## config.mk

```make
export PLATFORM = sky130hd
export DESIGN_NAME = taxi_xgmii_rx_link_ctrl
export DESIGN_NICKNAME = d
export VERILOG_FILES = /design/src/rtl/taxi_xgmii_rx_link_ctrl.sv
export SDC_FILE = /design/constraint.sdc
export NUM_CORES = 1
export LEC_CHECK = 0
export CORE_ASPECT_RATIO = 2
export CORE_MARGIN = 1.5
export CORE_UTILIZATION = 56
export DETAILED_ROUTE_END_ITERATION = 8
export PLACE_DENSITY = 0.86
export SLEW_MARGIN = 25
export SYNTH_ARGS = -nofsm -noshare
export SYNTH_HDL_FRONTEND = slang
export SYNTH_SLANG_ARGS = --single-unit
```

## constraint.sdc

```tcl
create_clock -name clk -period 4.9 [get_ports clk]
set_clock_uncertainty 0.2 [all_clocks]
set_input_delay 0.49 -clock clk [delete_from_list [all_inputs] [get_ports clk]]
set_output_delay 0.49 -clock clk [all_outputs]
set_load 0.05 [all_outputs]
```

## src/rtl/taxi_xgmii_rx_link_ctrl.sv

```systemverilog
// taxi_xgmii_rx_link_ctrl: XGMII RX link-fault supervisor, RX enable hold-off sequencer and status counters.
// Watches the RX column tap for local/remote fault ordered sets and runs the RS link-fault state machine.
module taxi_xgmii_rx_link_ctrl #(
  parameter int DATA_W         = 32,
  parameter int CTRL_W         = DATA_W/8,
  parameter int FAULT_WINDOW   = 128,
  parameter int FAULT_SEQ_CNT  = 4,
  parameter int HOLDOFF_CYCLES = 1024,
  parameter int STAT_W         = 32
) (
  input  logic              clk,
  input  logic              rst_n,
  input  logic [DATA_W-1:0] xgmii_rxd,
  input  logic [CTRL_W-1:0] xgmii_rxc,
  input  logic              cfg_rx_enable_req,
  output logic              cfg_rx_enable,
  input  logic              start_packet,
  input  logic              error_bad_frame,
  input  logic              error_bad_fcs,
  input  logic              stat_clear,
  output logic [1:0]        link_status,
  output logic              tx_send_remote_fault,
  output logic              tx_send_idle,
  output logic [STAT_W-1:0] stat_rx_frames,
  output logic [STAT_W-1:0] stat_rx_bad_frame,
  output logic [STAT_W-1:0] stat_rx_bad_fcs,
  output logic [STAT_W-1:0] stat_fault_events
);
  typedef enum logic [1:0] {OK = 2'd0, LOCAL = 2'd1, REMOTE = 2'd2} link_t;
  localparam int CW = $clog2(FAULT_WINDOW + 1);
  localparam int SW = $clog2(FAULT_SEQ_CNT + 1);
  localparam int HW = $clog2(HOLDOFF_CYCLES + 1);
  link_t link_q, link_d, last_q, last_d, col_type;
  logic [CW-1:0] col_cnt_q, col_cnt_d;
  logic [SW-1:0] seq_cnt_q, seq_cnt_d;
  logic [HW-1:0] holdoff_q, holdoff_d;
  logic en_q, en_d, tx_rf_q, tx_rf_d, tx_idle_q, tx_idle_d, fault, expire, enter;
  logic [STAT_W-1:0] frames_q, frames_d, bad_frame_q, bad_frame_d, bad_fcs_q, bad_fcs_d, events_q, events_d;

  function automatic logic [STAT_W-1:0] bump(input logic [STAT_W-1:0] c, input logic s, input logic clr);
    return clr ? STAT_W'(s) : (s && !(&c)) ? c + STAT_W'(1) : c;
  endfunction

  // last_q uses OK as the "no sequence seen" marker
  always_comb begin
    col_type    = (xgmii_rxc == CTRL_W'(1) && xgmii_rxd == DATA_W'(32'h0100009C)) ? LOCAL :
                  (xgmii_rxc == CTRL_W'(1) && xgmii_rxd == DATA_W'(32'h0200009C)) ? REMOTE : OK;
    fault       = col_type != OK;
    expire      = !fault && col_cnt_q == CW'(FAULT_WINDOW - 1);
    col_cnt_d   = fault ? '0 : (col_cnt_q == CW'(FAULT_WINDOW)) ? col_cnt_q : col_cnt_q + CW'(1);
    last_d      = fault ? col_type : expire ? OK : last_q;
    seq_cnt_d   = !fault ? (expire ? '0 : seq_cnt_q) :
                  (col_type != last_q) ? SW'(1) :
                  (seq_cnt_q == SW'(FAULT_SEQ_CNT)) ? seq_cnt_q : seq_cnt_q + SW'(1);
    enter       = fault && seq_cnt_d == SW'(FAULT_SEQ_CNT) && col_type != link_q;
    link_d      = enter ? col_type : expire ? OK : link_q;
    tx_rf_d     = link_d == LOCAL;
    tx_idle_d   = link_d == REMOTE;
    holdoff_d   = (link_q != OK) ? HW'(HOLDOFF_CYCLES) : holdoff_q - HW'(holdoff_q != '0);
    en_d        = cfg_rx_enable_req && link_d == OK && holdoff_q == '0;
    frames_d    = bump(frames_q, start_packet, stat_clear);
    bad_frame_d = bump(bad_frame_q, error_bad_frame, stat_clear);
    bad_fcs_d   = bump(bad_fcs_q, error_bad_fcs, stat_clear);
    events_d    = bump(events_q, enter, stat_clear);
  end

  always_ff @(posedge clk or negedge rst_n) begin
    if (!rst_n) begin
      link_q      <= OK;
      last_q      <= OK;
      col_cnt_q   <= '0;
      seq_cnt_q   <= '0;
      holdoff_q   <= HW'(HOLDOFF_CYCLES);
      en_q        <= 1'b0;
      tx_rf_q     <= 1'b0;
      tx_idle_q   <= 1'b0;
      frames_q    <= '0;
      bad_frame_q <= '0;
      bad_fcs_q   <= '0;
      events_q    <= '0;
    end else begin
      link_q      <= link_d;
      last_q      <= last_d;
      col_cnt_q   <= col_cnt_d;
      seq_cnt_q   <= seq_cnt_d;
      holdoff_q   <= holdoff_d;
      en_q        <= en_d;
      tx_rf_q     <= tx_rf_d;
      tx_idle_q   <= tx_idle_d;
      frames_q    <= frames_d;
      bad_frame_q <= bad_frame_d;
      bad_fcs_q   <= bad_fcs_d;
      events_q    <= events_d;
    end
  end

  assign link_status          = link_q;
  assign cfg_rx_enable        = en_q;
  assign tx_send_remote_fault = tx_rf_q;
  assign tx_send_idle         = tx_idle_q;
  assign stat_rx_frames       = frames_q;
  assign stat_rx_bad_frame    = bad_frame_q;
  assign stat_rx_bad_fcs      = bad_fcs_q;
  assign stat_fault_events    = events_q;
endmodule

```

# --- Word-level counts from Yosys, hierarchy flattened ---
# Index checks and enable logic that the tools add are counted.
# Widths: inputs -> output; s select.
totals:
  reg_bits: 157
  wordCells: 82
  output_inout_bits: 133
  input_bits: 43
op_classes:
  addsub: 7
  muxes: 21
  n_reduce_logical: 30
  n_eq_ne: 12
ops:
  columns: ["operator", "count"]
  rows:
  - ["$mux 32", 8]
  - ["$add 32x1->32 const B", 4]
  - ["$reduce_and 32->1", 4]
  - ["$eq 32x25->1 const B", 1]
  - ["$eq 32x26->1 const B", 1]
  - ["$mux 8", 2]
  - ["$reduce_bool 2->1", 7]
  - ["$mux 2", 6]
  - ["$mux 3", 4]
  - ["$logic_and 1x1->1", 11]
  - ["$logic_not 11->1", 1]
  - ["$mux 11", 1]
  - ["$reduce_bool 11->1", 1]
  - ["$sub 11x1->11", 1]
  - ["$add 8x1->8 const B", 1]
  - ["$eq 8x7->1 const B", 1]
  - ["$eq 8x8->1 const B", 1]
  - ["$eq 3x3->1 const B", 2]
  - ["$logic_not 1->1", 5]
  - ["$eq 4x1->1 const B", 1]
  - ["$ne 2x2->1", 2]
  - ["$add 3x1->3 const B", 1]
  - ["$eq 2x1->1 const B", 1]
  - ["$eq 2x2->1 const B", 1]
  - ["other kinds (2)", 2]

# --- Depth between registers and ports, before layout ---
logic_depth:
  depth_word: 16
  depth_mapped: 10
  mapped_depth_nobuf: 9

# --- Worst setup path after synthesis ---
# OpenSTA, ideal clock, no wires.
synth_timing:
  kind: "in2reg"
  from: "input port xgmii_rxd[27]"
  to: "register events_q[25] (netlist: stat_fault_events[25])"
  setup_slack_ps: 2084
  stages: 6
  setup_time_ps: 125
  n_path_buf: 1
  arrival_time_ps: 2491
  cell_sequence: "or4_4 nor3_2 o2111ai_4 buf_6 nor4_2 mux2_4"
synth_between:
  elab_chain_len: 14
  word_cells_on_any_way: 19
  classes_between: "eq/ne (5); mux (5); reduce/logical (9)"
synth_rtl:
  columns: ["element", "line", "rtl"]
  rows:
  - ["start, declared", "13", "input logic [DATA_W-1:0] xgmii_rxd,"]
  - ["$eq 32x26->1", "47", "(xgmii_rxc == CTRL_W'(1) && xgmii_rxd == DATA_W'(32'h0200009C)) ? REMOTE : OK;"]
  - ["$logic_and 1x1->1", "47", null]
  - ["$mux 2", "47", null]
  - ["$mux 2 *", "46", "col_type = (xgmii_rxc == CTRL_W'(1) && xgmii_rxd == DATA_W'(32'h0100009C)) ? LOCAL :"]
  - ["$reduce_bool 2->1", "48", "fault = col_type != OK;"]
  - ["$logic_not 1->1", null, null]
  - ["$logic_and 1x1->1", "49", "expire = !fault && col_cnt_q == CW'(FAULT_WINDOW - 1);"]
  - ["$mux 3 (2 in a row)", "52", "seq_cnt_d = !fault ? (expire ? '0 : seq_cnt_q) :"]
  - ["$eq 3x3->1", "55", "enter = fault && seq_cnt_d == SW'(FAULT_SEQ_CNT) && col_type != link_q;"]
  - ["$logic_and 1x1->1", "55", null]
  - ["$logic_and 1x1->1 *", "55", null]
  - ["$logic_and 1x1->1 *", "41", "return clr ? STAT_W'(s) : (s && !(&c)) ? c + STAT_W'(1) : c;"]
  - ["$reduce_bool 2->1 (no line) *", null, null]
  - ["end signal, assigned", "93", "events_q <= events_d;"]
  - ["end, declared", "38", "logic [STAT_W-1:0] frames_q, frames_d, bad_frame_q, bad_frame_d, bad_fcs_q, bad_fcs_d, events_q, events_d;"]
# Mark *: on every way between the ends. The rest lies on a longest branch, timed or not.
# A chain may end at the register's enable or synchronous reset.

# --- Worst setup path after layout ---
layout_timing:
  from: "input port xgmii_rxd[8]"
  to: "register events_q[21] (netlist: stat_fault_events[21])"
# Same word-level chain as after synthesis.

==> summary.md <==
| Metric | Value |
|---|---|
| Status | `finished, final reports clean` |
| Vias in the first global route | `7768` |
| Clock Path Buffers | `2` |
| Starting Density | `a little under three fifths` |
| PortBufs | `between 150 and 200` |
| Core Footprint | `between 0.015 and 0.02 mm2` |
| Total power | `around 2.9 mW` |
| Max Fclk | `between 200 and 300 MHz` |
| EDFF count, synth | `0` |
| Crit-path max cell delay | `about 0.55 ns` |
| RR Startpoint | `seq_cnt_q[0]` |
| Flop-to-flop setup slack | `1.58 ns` |
| Row cnt | `between 60 and 70` |
| WP data required | `5.00 ns` |
| Gate Count Post-Synth | `between 900 and 1000` |
| Antenna cells | `0` |
| CTS Buf Count | `17` |
| Final #Nets | `1172` |
| Clk root buf | `clkbuf_16` |
| Syn nets | `around 1000` |
| Max transition margin | `31.3%` |
| First-pass GRT wire length | `between 30 and 40 mm` |
| Leakage | `~4.3 nW` |
| Main synth FF type | `dfrtp_1` |
| DP Wirelength | `roughly 16 mm` |
| Mux contribution to synthesized area | `1.82%` |
| Worst Tran Pin Value | `~1 ns` |
| Setup TNS Final | `0 ns` |
| Clock Latency Late Sink | `0.42 ns` |
| Power density cells | `~250 mW/mm2` |
| Clock sinks | `157` |
| Via density | `~6.1` |
| Hold/Removal Path Class | `in -> async` |
| Dominant cells by area after synthesis | `dfrtp_1 (45%), nor2_1 (4.6%), a21oi_1 (3.9%)` |
| RR Endpoint | `stat_fault_events[21]` |
| Peak supply drop | `roughly 0.23 mV` |
| Mapped Area | `roughly 0.0086 mm2` |
| Dominant cell type by area after synthesis | `dfrtp_1` |
| Final Hold Vio Count | `0` |
| Routability cong. | `0.855` |
| Post-Synth Adder-Cell Area | `approximately 1.4%` |
| Yosys cell types | `63` |
| Non-filler cells, final | `about 1300` |
| Worst path cell trace | `clkdlybuf4s50_1 > nor4_1 > nand4_1 > nor3_2 > o2111ai_4 > buf_16 > nor4_1 > mux2_2` |
| Setup CP Type | `in -> reg` |
| Routed Antenna Nets | `0` |
| Detailed-route wire length per cell | `around 17 um` |
| Vias | `8100` |
| Synth Warn # | `0` |
| Total die area | `roughly 0.016 mm2` |
| Crit path DAT | `approximately 3.5 ns` |
| Final setup fails | `0` |
| Avg Inst Size Synth | `about 9.1 um2` |
| Crit path time final | `between 3 and 4 ns` |
| H-tree Lvls | `4` |
| Cell depth of the worst flop-to-flop path | `9` |
| Sequential fraction of the synthesis area | `45.4%` |
| CP max stage cell | `nor3_2` |
| Combinational family with the most area after synthesis | `simple AND/OR/NAND/NOR gates` |
| DRT iter0 DRCs | `approximately 450` |
| Fin util | `between 70% and 80%` |
| Initial antenna violation count | `0` |
| Die Wd | `about 90 um` |
| Worst Hold Slack | `between 0.2 and 0.3 ns` |
| Compound-gate portion of the synthesized area | `11.8%` |
| Largest net degree at the start of global routing | `around 100` |
| Post-synthesis register bit count | `approximately 160` |
| DRC | `0` |
| Xor/xnor share of the synthesized area | `6.68%` |
| Inst Count DP | `~1300` |
| Gr usage total | `between 20% and 30%` |
| Ys async rst share | `100%` |
| Router iterations before antenna repair | `4` |
| CP most frequent cell | `nor4_1` |
| Fin. max-slew vios | `0` |
| Tcrit/Tclk final | `68.7%` |
| Final wirelength | `22.4 mm` |
| Synth Area in Simple Gates | `between 20% and 30%` |
| Global route overflow | `0` |
| Max-cap viol count | `0` |
| P&R area growth vs syn | `29.6%` |
| Critical Path Fanout Max | `32` |
| CTS tree | `yes` |
| RSZ-0062 raised after global routing | `no` |
| Clk pin slew, worst setup/hold paths | `about 0.07 ns` |
| IO Pins | `176` |
| Crit end category | `flip-flop` |
| Synth top area share | `45.1%` |
| Fillcell total | `1117` |
| Layout cells sized above 1 | `6.27%` |
| Die height | `roughly 180 um` |
| Worst Setup Start Kind | `input pin` |
## layer usage
layer,track usage [%],up-vias,wire (um)
li1,-,3795,-
met1,29.9,3999,8270
met2,52.2,253,12600
met3,5.05,53,859
met4,13.3,0,687
met5,0,-,0
## per-stage QoR
stage	instance area, um2	setup WS (ns)
6_report	11200	1.53
5_1_grt	11200	1.31
4_1_cts	11100	1.35
3_3_place_gp	10500	1.08
2_1_floorplan	8650	2.08
3_5_place_dp	10500	0.904
## report_power, final
group	internal, mW	total, mW	leakage (nW)	switching [mW]
logic	0.0611	0.161	1.84	0.100
clock network	0.827	1.38	0.309	0.553
registers	1.30	1.31	2.16	0.0103
## how the worst max path moves through the flow
stage | from | slack, ns | to | cells past startpoint
2_1_floorplan | xgmii_rxd[27] | 2.08 | stat_fault_events[25] | 6
3_3_place_gp | xgmii_rxd[17] | 1.08 | stat_fault_events[17] | 7
3_5_place_dp | xgmii_rxd[17] | 0.90 | stat_fault_events[21] | 7
4_1_cts | xgmii_rxd[17] | 1.35 | stat_fault_events[21] | 7
5_1_grt | xgmii_rxd[16] | 1.31 | stat_fault_events[21] | 8
6_report | xgmii_rxd[8] | 1.53 | stat_fault_events[21] | 8
## synth_stat cells, types with 12 or more instances
cell,n
a21oi_1,67
inv_1,32
nand2_1,62
nand3_1,54
xnor2_1,34
nor2_1,107
or3_1,50
nand4_1,37
nor4_1,22
and2_1,12
o21ai_0,43
dfrtp_1,156
or4_1,12
clkbuf_1,31
o21ai_1,14
xor2_1,32
and3_1,26
and4_1,18
nor3_1,31
## layout make-up
type                    count  area (um2)  area share (%)
clock buffers              22         494            4.41
clock inverters            10         129            1.15
inverters                  32         120            1.07
multi-input cells         727        4430            39.5
flip-flops and latches    157        3930            35.1
well taps                 198         248            2.21
repair buffers            184        1860            16.6
## state kept, by name (all words and copies together), names as in the netlist
register,count
cfg_rx_enable,1
col_cnt_q,8
holdoff_q,11
last_q,2
link_status,2
seq_cnt_q,3
stat_fault_events,32
stat_rx_bad_fcs,32
stat_rx_bad_frame,32
stat_rx_frames,32
tx_send_idle,1
tx_send_remote_fault,1
## cell usage in the layout, fill, tap and decap left out, types with 17 or more instances in the layout
master           synthesis  final
nand3_1                 54     54
dfrtp_1                156    156
a21oi_1                 67     67
and4_1                  18     18
or3_1                   50     50
xor2_1                  32     32
nand2_1                 62     62
inv_1                   32     32
xnor2_1                 34     34
clkbuf_16                0     17
clkdlybuf4s50_1          0    173
o21ai_0                 43     42
nor2_1                 107    107
nand4_1                 37     37
nor3_1                  31     31
and3_1                  26     26
nor4_1                  22     21
## kinds of logic (layout without fill, tap and decap cells)
family                   Yosys count  in the layout
XOR/XNOR                          66             66
AND/OR/NAND/NOR                  469            469
buffers and inverters             70            248
adder cells (fa/ha/maj)           10             10
AO/OA/AOI/OAI                    168            168
flip-flops                       157            157
multiplexers                      14             14
## repair_timing
item | in CTS | in global routing
buffers inserted | 0 | 0
hold buffers | 0 | 1
endpoints found under the hold margin | 0 | 25
resized for setup | 0 | 0
## critical path, delay by kind of cell
family | cells | cell delay [ns]
compound gates | 1 | 0.43
simple gates | 4 | 1.48
mux | 1 | 0.37
buf+inv | 2 | 0.69
(Power assumes the default switching activity.)
